==> config.mk <==
export PLATFORM = sky130hd
export DESIGN_NAME = axis_kbd_fifo
export DESIGN_NICKNAME = d
export VERILOG_FILES = /design/src/rtl/axis_kbd_fifo.sv
export SDC_FILE = /design/constraint.sdc
export NUM_CORES = 1
export LEC_CHECK = 0
export ABC_AREA = 1
export CAP_MARGIN = 15
export CORE_ASPECT_RATIO = 0.7
export CORE_UTILIZATION = 60
export DETAILED_ROUTE_END_ITERATION = 8
export PLACE_DENSITY = 0.79
export SLEW_MARGIN = 20
export SYNTH_ARGS = -nofsm -noshare
export SYNTH_HDL_FRONTEND = slang
export SYNTH_SLANG_ARGS = --single-unit
export TNS_END_PERCENT = 50
==> constraint.sdc <==
create_clock -name axis_aclk_i -period 6.8 [get_ports axis_aclk_i]
set_input_delay 1.02 -clock axis_aclk_i [delete_from_list [all_inputs] [get_ports axis_aclk_i]]
set_output_delay 1.02 -clock axis_aclk_i [all_outputs]
set_load 0.005 [all_outputs]
==> src/rtl/axis_kbd_fifo.sv <==
// axis_kbd_fifo: byte-wide AXI-Stream FIFO buffering PS/2 scan codes, lossless or drop-on-full
module axis_kbd_fifo #(
    parameter int DEPTH          = 16,
    parameter bit DROP_WHEN_FULL = 1'b1
) (
    input  logic                       axis_aclk_i,
    input  logic                       axis_aresetn_i,
    input  logic                       s_axis_tvalid_i,
    output logic                       s_axis_tready_o,
    input  logic [7:0]                 s_axis_tdata_i,
    output logic                       m_axis_tvalid_o,
    input  logic                       m_axis_tready_i,
    output logic [7:0]                 m_axis_tdata_o,
    input  logic                       flush_i,
    output logic [$clog2(DEPTH):0]     level_o,
    output logic                       overflow_o
);
    localparam int AW = $clog2(DEPTH);
    localparam int LW = AW + 1;

    logic [7:0]    mem_q [DEPTH];
    logic [AW-1:0] wr_ptr_q, wr_ptr_d, rd_ptr_q, rd_ptr_d;
    logic [LW-1:0] count_q, count_d;
    logic          overflow_q, overflow_d;
    logic          full, empty, push, pop, drop;

    assign full            = count_q == LW'(DEPTH);
    assign empty           = count_q == '0;
    assign s_axis_tready_o = DROP_WHEN_FULL || !full;
    assign push            = s_axis_tvalid_i && s_axis_tready_o && !full;
    assign pop             = !empty && m_axis_tready_i;
    assign drop            = DROP_WHEN_FULL && s_axis_tvalid_i && full;

    assign m_axis_tvalid_o = !empty;
    assign m_axis_tdata_o  = empty ? 8'h00 : mem_q[rd_ptr_q];
    assign level_o         = count_q;
    assign overflow_o      = overflow_q;

    // next state; flush discards everything including a same-cycle push, pop or drop
    always_comb begin
        wr_ptr_d   = flush_i ? '0 : wr_ptr_q + AW'(push);
        rd_ptr_d   = flush_i ? '0 : rd_ptr_q + AW'(pop);
        count_d    = flush_i ? '0 : count_q + LW'(push) - LW'(pop);
        overflow_d = !flush_i && (overflow_q || drop);
    end

    // pointer, count and sticky overflow state
    always_ff @(posedge axis_aclk_i or negedge axis_aresetn_i) begin
        if (!axis_aresetn_i) begin
            wr_ptr_q   <= '0;
            rd_ptr_q   <= '0;
            count_q    <= '0;
            overflow_q <= 1'b0;
        end else begin
            wr_ptr_q   <= wr_ptr_d;
            rd_ptr_q   <= rd_ptr_d;
            count_q    <= count_d;
            overflow_q <= overflow_d;
        end
    end

    // storage is not reset; an empty FIFO masks the head to zero instead
    always_ff @(posedge axis_aclk_i) begin
        if (push && !flush_i) mem_q[wr_ptr_q] <= s_axis_tdata_i;
    end
endmodule

==> impl_metrics.py <==
metrics = {
    "setup_path": {
        "r2r_slack_ns": 3.84,
        "critPathMostFrequentCell": "nand2_1",
        "crit_path_end_kind": "primary output",
        "timing.rr.start": "level_o[3]",
        "critPathLaunchType": "flip-flop",
        "reg2reg_depth": 17,
        "crit_type": "flip-flop to primary output",
        "crit_buf_inv": 2,
        "crit_fanout": 64,
        "critical_path.max_stage_delay_ns": 0.78,
        "arrival_ns": 2.95,
        "cpMaxStageDelayCell": "inv_2",
        "required_ns": 5.78,
        "path_delay_family": "buffers and inverters",
        "r2r-end": "level_o[4]",
        "crit_chain": "inv_2 -> nand2_1 -> nand3_1 -> nand3_1 -> nand2_1 -> nand2_1 -> a21oi_1 -> clkdlybuf4s50_1",
    },
    "detailed_routing": {
        "route.antenna.remaining_nets": 0,
        "drc": 0,
        "first_pass_iters": 5,
        "vias_per_cell": 5.81,
        "routed_wl_um": 13300,
        "wl_per_cell_um": 19.1,
        "drt_iter0_markers": 566,
        "vias": 4045,
    },
    "hold_path": {
        "hold_path_end": "overflow_o",
        "hold_class": "flip-flop to flip-flop",
        "hold_start": "overflow_o",
        "hold_depth": 2,
    },
    "cells_and_area": {
        "nets": 579,
        "fin_area_mm2": 0.00696,
        "drive_above_1_share_pct": 6.69,
        "antennaDiodeCount": 0,
        "area_delta_synth_final_pct": 15.2,
        "finalNonFillerCells": 696,
    },
    "placement": {
        "place.gp.congestion": 0.810,
        "dpl_cell_area_mm2": 0.00631,
        "dp_hpwl_um": 7780,
        "io_buffers": 27,
        "place_inst": 664,
    },
    "global_route": {
        "grt_pass1_wl_um": 21000,
        "grt_max_degree": 66,
        "overflow": 0,
        "antenna_found_initial": 0,
        "grt_pass1_vias": 4010,
        "track_usage_pct": 27.8,
    },
    "pwr": {
        "leakagePower_nw": 2.63,
        "p_switching_mw": 0.809,
        "power_density_mw_per_mm2": 384,
        "seqPwrFrac_pct": 37.8,
        "finalPower_mw": 2.67,
        "p_clk_share_pct": 36.4,
        "sw_frac_of_total_pct": 30.3,
        "vdd_drop_max_uv": 207,
        "p_int_mw": 1.86,
        "combPwrFrac_pct": 25.8,
    },
    "floorplan": {
        "ioPinCount": 29,
        "num_rows": 30,
        "start_util_pct": 62.1,
        "die_width_um": 122,
        "die_h_um": 86.0,
        "core_area_mm2": 0.00972,
        "die-area_mm2": 0.0105,
    },
    "yosys": {
        "syn_nets": 556,
        "yosys.area_share.simple_pct": 21.3,
        "syn-instance-count": 532,
        "async_reset_ff_share_pct": 9.86,
        "synth_top_family_by_area": "simple AND/OR/NAND/NOR gates",
        "syn_area_mm2": 0.00604,
        "synth_ff_type": "edfxtp_1",
        "synthMuxAreaShare_pct": 0,
        "ys_seq_elements": 142,
        "synth-edff-count": 128,
        "synth_fa_ha_area_share_pct": 2.40,
        "yosysSeqAreaShare_pct": 69.4,
        "synth_compound_area_share_pct": 1.04,
        "syn_avg_cell_area_um2": 11.4,
        "ys_warn_count": 0,
        "yosysUniqueCellTypes": 21,
        "synth_xor_area_share_pct": 1.01,
    },
    "clock_tree": {
        "clk_latency_ns": 0.42,
        "clock_path_buffers": 2,
        "htreeDepth": 4,
        "numCtsBuffers": 17,
        "path_clk_slew_ns": 0.06,
        "cts_hold_buf": 0,
        "post_cts_buffers": 0,
        "cts_tree": "done",
        "cts.repair.resized": 0,
        "cts_sinks": 142,
        "root_buffer": "clkbuf_16",
    },
    "sta": {
        "fin_tns_setup_ns": 0,
        "timing.final.crit_share_pct": 58.5,
        "timing.fmax_mhz": 252,
        "hold_viol_final": 0,
        "drv_slew": 0,
        "clock-skew-final_ns": 0.00730,
        "grt_setup_unrepaired": "false",
        "setup-violations-final": 0,
        "max-slew-margin-rel_pct": 27.4,
        "finalCriticalPeriod_ns": 3.97,
        "worst_pin_slew_ns": 1.09,
    },
    "outcome": {
        "status": "completed",
    },
    "run": {
        "drv_cap": 0,
    },
}
[Yosys cell counts, types with 3 or more instances]
library cell	instances	area, um^2
nand2_1	169	634
xnor2_1	4	35.0
buf_2	12	60.1
dfrtp_1	14	350
nand3_1	103	515
xor2_1	3	26.3
a21oi_1	11	55.1
nor2_1	30	113
inv_1	25	93.8
ha_1	10	125
buf_6	7	78.8
edfxtp_1	128	3840
buf_4	6	45.0
[placed cells by master, fill, tap and decap left out]
cell	netlist	layout
a21oi_1	11	11
buf_4	6	3
clkbuf_1	1	1
clkbuf_16	0	23
clkbuf_8	0	1
clkdlybuf4s50_1	0	27
clkinv_2	0	1
clkinv_4	0	4
clkinvlp_4	0	1
conb_1	1	1
dfrtp_1	14	13
dfrtp_2	0	1
edfxtp_1	128	128
fa_1	1	1
ha_1	10	10
inv_1	25	25
inv_2	2	2
inv_6	0	1
nand2_1	169	169
nand3_1	103	103
nand4_1	1	1
nor2_1	30	30
nor2_2	1	1
nor3_1	2	2
o21a_1	1	1
xnor2_1	4	4
xor2_1	3	3
[flip-flops by register name, summed over array words and instances (netlist names)]
register,cells
mem_q,128
level_o,5
rd_ptr_q,4
wr_ptr_q,4
overflow_o,1
[layout make-up]
class | count | area (um^2)
Clock buffer | 25 | 593
Clock inverter | 7 | 56.3
Fill cell | 627 | 2770
Inverter | 27 | 101
Multi-Input combinational cell | 337 | 1560
Sequential cell | 142 | 4200
Tap cell | 128 | 160
Timing Repair Buffer | 30 | 293
[layer usage]
metal  track usage, %  vias to the layer above  routed length (um)
met4             12.1                        0                 255
met5                0                        -                   0
met3             5.72                       27                1310
li1                 -                     1864                   -
met1             38.4                     1935                5450
met2             43.2                      219                6270
[power groups by stage]
stage	combinational [mW]	clock [mW]	sequential [mW]
after floorplan	0.464	0	1.02
after global placement	0.648	0	1.02
after detailed placement	0.672	0	1.02
after CTS	0.686	0.975	1.01
after global routing	0.766	1.01	1.01
final	0.689	0.973	1.01
[worst max-delay path by stage]
stage	from	endpoint	slack, ns	depth (start not counted)
6_report	rd_ptr_q[0]	m_axis_tdata_o[6]	2.83	8
3_5_place_dp	rd_ptr_q[0]	m_axis_tdata_o[6]	3.34	8
5_1_grt	rd_ptr_q[0]	m_axis_tdata_o[6]	2.62	8
3_3_place_gp	flush_i	mem_q[13][6]	3.39	4
4_1_cts	rd_ptr_q[0]	m_axis_tdata_o[6]	2.81	8
2_1_floorplan	level_o[3]	level_o[4]	4.27	17
[per-stage QoR]
step / utilization (%) / worst slack [ns] / hold WS, ns
2_1_floorplan: - / 4.27 / 0.510
3_3_place_gp: 64.9 / 3.39 / 0.507
3_5_place_dp: 64.9 / 3.34 / 0.525
4_1_cts: 71.6 / 2.81 / 0.535
5_1_grt: 71.6 / 2.62 / 0.554
6_report: 71.6 / 2.83 / 0.532
[logic make-up after synthesis]
kind of cell / Yosys count
flip-flops: 142
XOR/XNOR: 7
AO/OA/AOI/OAI: 12
adder cells (fa/ha/maj): 11
AND/OR/NAND/NOR: 306
other: 1
buffers and inverters: 53
[worst min-delay path, stage by stage, from the launching register on]
cell and delay (ns):
dfrtp_1 0.38, inv_1 0.06, a21oi_1 0.06
Note: power is estimated with default switching activity, not from simulation.
==> variant 1 (same settings) <==
`DROP_WHEN_FULL`: 1'b1 -> 1'b0.
--- a/src/rtl/axis_kbd_fifo.sv
+++ b/src/rtl/axis_kbd_fifo.sv
@@ -2,5 +2,5 @@
 module axis_kbd_fifo #(
     parameter int DEPTH          = 16,
-    parameter bit DROP_WHEN_FULL = 1'b1
+    parameter bit DROP_WHEN_FULL = 1'b0
 ) (
     input  logic                       axis_aclk_i,
Formal check against the unedited RTL: same outputs for any inputs over 10 cycles, from zero or initial values and one cycle with axis_aresetn_i low; that may be too few to reach the edited logic, so the function may still have changed.
==> variant 1 against the unedited design <==
Critical endpoint is now m_axis_tdata_o[0]; design area decreased by 1.4%; first-iteration DRC count rose by 10%; worst setup slack worse by 0.016 ns; wire length shrank 2.1%; sequential cell count unchanged; largest cell class unchanged; largest power group unchanged; register-to-register slack got worse by 0.03 ns; power down 3.4%; synthesized area decreased by 0.29%.
==> variant 1: results (changes against the unedited design) <==
- Final wirelength: 13000 um (-2.1%)
- Router iterations before antenna repair: 6 (+1)
- Synth top area cells: edfxtp_1 64%, nand2_1 11%, nand3_1 8.6%
- Vias in the first global route: 3928 (-2.0%)
- Comb. pwr: 0.000695 W (+0.9%)
- Post-synth top cells: 170 x nand2_1, 128 x edfxtp_1, 103 x nand3_1
- Yosys Warn Count: 0 (unchanged)
- Post-synthesis compound-gate area fraction: 0.852% (-0.18 points)
- XOR/XNOR Fraction of Synth Area: 1.02% (+0.0030 points)
- Initial antenna violation count: 0 (unchanged)
- DRT iter0 DRCs: 625 (+10%)
- # resized after CTS: 0 (unchanged)
- Net Count, Synth: 553 (-0.54%)
- First-pass GRT wire length: 20600 um (-2.2%)
- Largest stage delay on the critical path: 0.80 ns (+0.02 ns)
- Post-synth ARST share: 9.86% (unchanged)
- M3 GR Usage: 9.04% (+3.3 points)
- Clk slew on worst S/H paths: 0.06 ns (about the same)
- Register share of total power: 39.1% (+1.3 points)
- Status: finished, final reports clean
- Worst skew pair latency: 0.42 ns (about the same)
- Lkg Pwr: 2.59 nW (-1.6%)
- Post-synth EDFFs: 128 (unchanged)
- Peak supply drop: 218 uV (+5.3%)
- Adder-cell share of the synthesized area: 2.41% (+0.0070 points)
- Hold Crit Class: flop to flop
- Antenna diodes: 0 (unchanged)
- Final #Nets: 577 (-0.35%)
- Met2 GRT Util: 39.4% (-3.9 points)
- Ys flop type: edfxtp_1
- Netlist cell types: 20 (-4.8%)
- Post-place instance area: 6300 um2 (-0.12%)
- Tightest Pin Transition: 1.11 ns (+0.0246 ns)
- Via/cell ratio: 5.86 (+0.81%)
- Reg with most FFs: mem_q
- GR Util All Layers: 27.7% (-0.11 points)
- Multiplexer share of the synthesized area: 0% (unchanged)
- Switching power: 0.000796 W (-1.6%)
- Setup bufs post-CTS: 0 (unchanged)
- Crit path max-delay family: buffers and inverters
- H-tree depth: 4 (unchanged)
- Fillers: 663 (+5.7%)
- Clock root buffer: clkbuf_16
- Max reg flops: 128 (unchanged)
- Final GP Congestion: 0.832 (+2.8%)
- Detail Placement HPWL: 7820 um (+0.53%)
- GRT met1 Usage: 39.3% (+0.94 points)
- P per Cell Area: 376 nW/um2 (-2.0%)
- Sequential area share after synthesis: 69.6% (+0.20 points)
- Pin count of the biggest net entering global routing: 66 (unchanged)
- Max clock buf depth: 2 (unchanged)
- Crit-path max FO: 64 (unchanged)
- Non-Filler Instances: 694 (-0.29%)
- Avg Inst Size Synth: 11.4 um2 (+0.28%)
- Critical path's slowest cell: inv_2
- Final Skew: 0.00669 ns (-0.000607 ns)
- Placed insts: 662 (-0.30%)
- Fraction of final layout cells sized beyond drive strength 1: 6.18% (-0.51 points)
- PortBufs: 28 (+3.7%)
[variant 1: changes by cell type in the layout (fill, tap and decap cells not counted), moves of 2 or more]
cell,unedited run,this run
a21oi_1,11,9
bufinv_16,0,2
clkbuf_16,23,17
clkinv_2,1,7
clkinv_4,4,2
nor3_1,2,0
[variant 1: per-stage QoR]
| stage | setup slack [ns] | hold WS [ns] | util, % |
|---|---|---|---|
| CTS | 2.87 | 0.498 | 70.5 |
| finish | 2.81 | 0.493 | 70.5 |
| global route | 2.68 | 0.535 | 70.5 |
| floorplan | 4.29 | 0.481 | - |
| global placement | 3.39 | 0.478 | 64.8 |
| detailed placement | 3.34 | 0.484 | 64.8 |
[variant 1: cell type report]
class                   count  area (um2)  share of cell area (%)
flip-flops and latches    142        4200                    61.2
well taps                 128         160                    2.34
clock buffers              19         433                    6.31
repair buffers             30         295                    4.31
clock inverters            13         124                    1.81
multi-input cells         335        1550                    22.6
inverters                  27         101                    1.48
[variant 1: per-layer routing]
metal  part of all wire (%)  vias up
met3                     10       39
met4                    2.2        0
met5                      0        -
met2                     45      225
met1                     42     1943
li1                       -     1859
[variant 1: final timing paths]
path / from / to / slack [ns] / cells after the start
worst max-delay path: rd_ptr_q[0] / m_axis_tdata_o[0] / 2.81 / 8
worst min-delay path: overflow_o / overflow_o / 0.49 / 2
worst max register to register: level_o[2] / level_o[4] / 3.81 / 18
worst min register to register: overflow_o / overflow_o / 0.49 / 2
max in group asynchronous: axis_aresetn_i / rd_ptr_q[0] / 5.37 / 1
min in group asynchronous: axis_aresetn_i / wr_ptr_q[2] / 0.99 / 1
[variant 1: tightest hold or removal path, cell delays in order (launching register included)]
cell,delay [ns]
dfrtp_1,0.37
inv_1,0.05
nor2_1,0.03
==> variant 2 (same settings) <==
Made on the original files. Put one more register stage on the output `level_o`, without a reset. The value now appears one clock later. The other outputs are not delayed to match.
--- a/src/rtl/axis_kbd_fifo.sv
+++ b/src/rtl/axis_kbd_fifo.sv
@@ -34,5 +34,7 @@
     assign m_axis_tvalid_o = !empty;
     assign m_axis_tdata_o  = empty ? 8'h00 : mem_q[rd_ptr_q];
-    assign level_o         = count_q;
+    always_ff @(posedge axis_aclk_i) begin
+        level_o <= count_q;
+    end
     assign overflow_o      = overflow_q;
 
Behaviour: not the same (a bounded check fails within 4 cycles, from zero or initial values and one cycle with axis_aresetn_i low).
==> variant 2 against the unedited design <==
Sequential share of layout area rose by 1.1 points; sequential cell count grew 5; die area rose by 1.6%; critical endpoint is now m_axis_tdata_o[7]; worst hold slack worse by 0.12 ns; critical path type unchanged; sequential power up 5%; wire length up 3.0%; design area rose by 0.58%; power grew 0.90%; synthesized area rose by 1.7%; cell count up 0.57%; utilization fell by 0.41 points; worst setup slack lost 0.053 ns.
==> variant 2: results (changes against the unedited design) <==
- P_int: 0.00190 W (+2.1%)
- Final GP Congestion: 0.830 (+2.5%)
- # resized after CTS: 0 (unchanged)
- Setup bufs post-CTS: 0 (unchanged)
- Crit-path max FO: 64 (unchanged)
- Sequential cell count: 147 (+3.5%)
- Post-synth top cells: 169 x nand2_1, 128 x edfxtp_1, 103 x nand3_1
- Netlist cell types: 22 (+4.8%)
- Crit path max-delay family: buffers and inverters
- Final Skew: 0.00590 ns (-0.00140 ns)
- Max clock buf depth: 2 (unchanged)
- GR Util All Layers: 28.4% (+0.61 points)
- Worst skew pair latency: 0.42 ns (about the same)
- Initial antenna violation count: 1 (+1)
- Fraction of area in registers: 61.4% (+1.1 points)
- Lkg Pwr: 2.65 nW (+0.47%)
- Non-clock buffering overhead: 4.08% (-0.13 points)
- Num CTS Buffers: 17 (unchanged)
- Via count: 4126 (+2.0%)
- Synth top area cells: edfxtp_1 63%, nand2_1 10%, nand3_1 8.4%
- Pre-CTS setup slack: 3.26 ns (-0.0810 ns)
- Arr. time, crit path: 3.01 ns (+0.06 ns)
- Hold Vio Cnt, Final: 0 (unchanged)
- First-pass GRT wire length: 21200 um (+0.75%)
- Critical path's slowest cell: inv_2
- Count of non-CTS buffers in the layout: 29 (-3.3%)
- Post-synth EDFFs: 128 (unchanged)
- Final #Nets: 583 (+0.69%)
- Pin count of the biggest net entering global routing: 66 (unchanged)
- Fillers: 657 (+4.8%)
- Yosys Warn Count: 0 (unchanged)
- Clk slew on worst S/H paths: 0.06 ns (about the same)
- Final wirelength: 13700 um (+3.0%)
- Clock buf/inv share: 8.53% (-0.80 points)
- H-tree depth: 4 (unchanged)
- Detail Placement HPWL: 8260 um (+6.2%)
- Vias in the first global route: 3941 (-1.7%)
- Clock root buffer: clkbuf_16
- Fraction of final layout cells sized beyond drive strength 1: 5.77% (-0.92 points)
- Tightest Pin Transition: 1.08 ns (-0.0104 ns)
- Peak supply drop: 312 uV (+51%)
- #MultiIn Comb: 337 (unchanged)
- Sequential area share after synthesis: 69.9% (+0.50 points)
- Status: finished, final reports clean
- Largest stage delay on the critical path: 0.76 ns (-0.02 ns)
- Antenna diodes: 0 (unchanged)
- Layout clock buffer count: 18 (-28%)
- Regs by FF count: mem_q: 128 flops, count_q: 5 flops, level_o: 5 flops
- Hold Crit Class: flop to flop
- Multi-input gate area in the final layout: 1560 um2 (unchanged)
- DRT iter0 DRCs: 580 (+2.5%)
- Router iterations before antenna repair: 5 (unchanged)
- PortBufs: 27 (unchanged)
- Non-clock inverter count in the final layout: 27 (unchanged)
- Net Count, Synth: 561 (+0.90%)
- Post-synth ARST share: 9.52% (-0.34 points)
==> variant 2: worst paths after layout <==
check / start / endpoint / slack [ns] / depth (start not counted)
max: rd_ptr_q[0] / m_axis_tdata_o[7] / 2.77 / 8
min: count_q[3] / level_o[3] / 0.41 / 0
max reg2reg: count_q[2] / count_q[4] / 3.65 / 17
min reg2reg: count_q[3] / level_o[3] / 0.41 / 0
max in group asynchronous: axis_aresetn_i / rd_ptr_q[0] / 5.33 / 1
min in group asynchronous: axis_aresetn_i / overflow_o / 1.01 / 1
==> variant 2: logic make-up after synthesis <==
logic type | count (synthesis) | synth area share, %
compound gates | 12 | 1.02
xor+xnor | 7 | 0.998
fa+ha+maj | 11 | 2.36
buf+inv | 53 | 4.71
flops | 147 | 69.9
other cells | 1 | 0.0611
simple gates | 306 | 20.9
==> variant 2: power by group through the flow <==
| stage | Sequential (W) | Combinational (W) | Clock [W] |
|---|---|---|---|
| after floorplan | 0.00107 | 0.000465 | 0 |
| after global placement | 0.00107 | 0.000651 | 0 |
| after detailed placement | 0.00107 | 0.000680 | 0 |
| after CTS | 0.00106 | 0.000687 | 0.000950 |
| after global routing | 0.00106 | 0.000767 | 0.000991 |
| final | 0.00106 | 0.000690 | 0.000948 |
==> variant 2: metrics by stage <==
step,cell area (um2),total power [W],hold slack (ns),instances
finish,7000,0.00269,0.413,700
global placement,6400,0.00172,0.388,668
CTS,7000,0.00269,0.412,700
detailed placement,6400,0.00175,0.392,668
floorplan,6140,0.00153,0.373,537
global route,7000,0.00282,0.419,700
==> variant 2: per-layer routing <==
layer	up-vias	global-route usage [%]	wire (um)	part of all wire (%)
met5	-	0	12	0.088
met4	2	9.53	259	1.9
met3	32	9.80	1520	11
met2	254	42.5	6250	46
met1	1966	39.3	5630	41
li1	1872	-	-	-
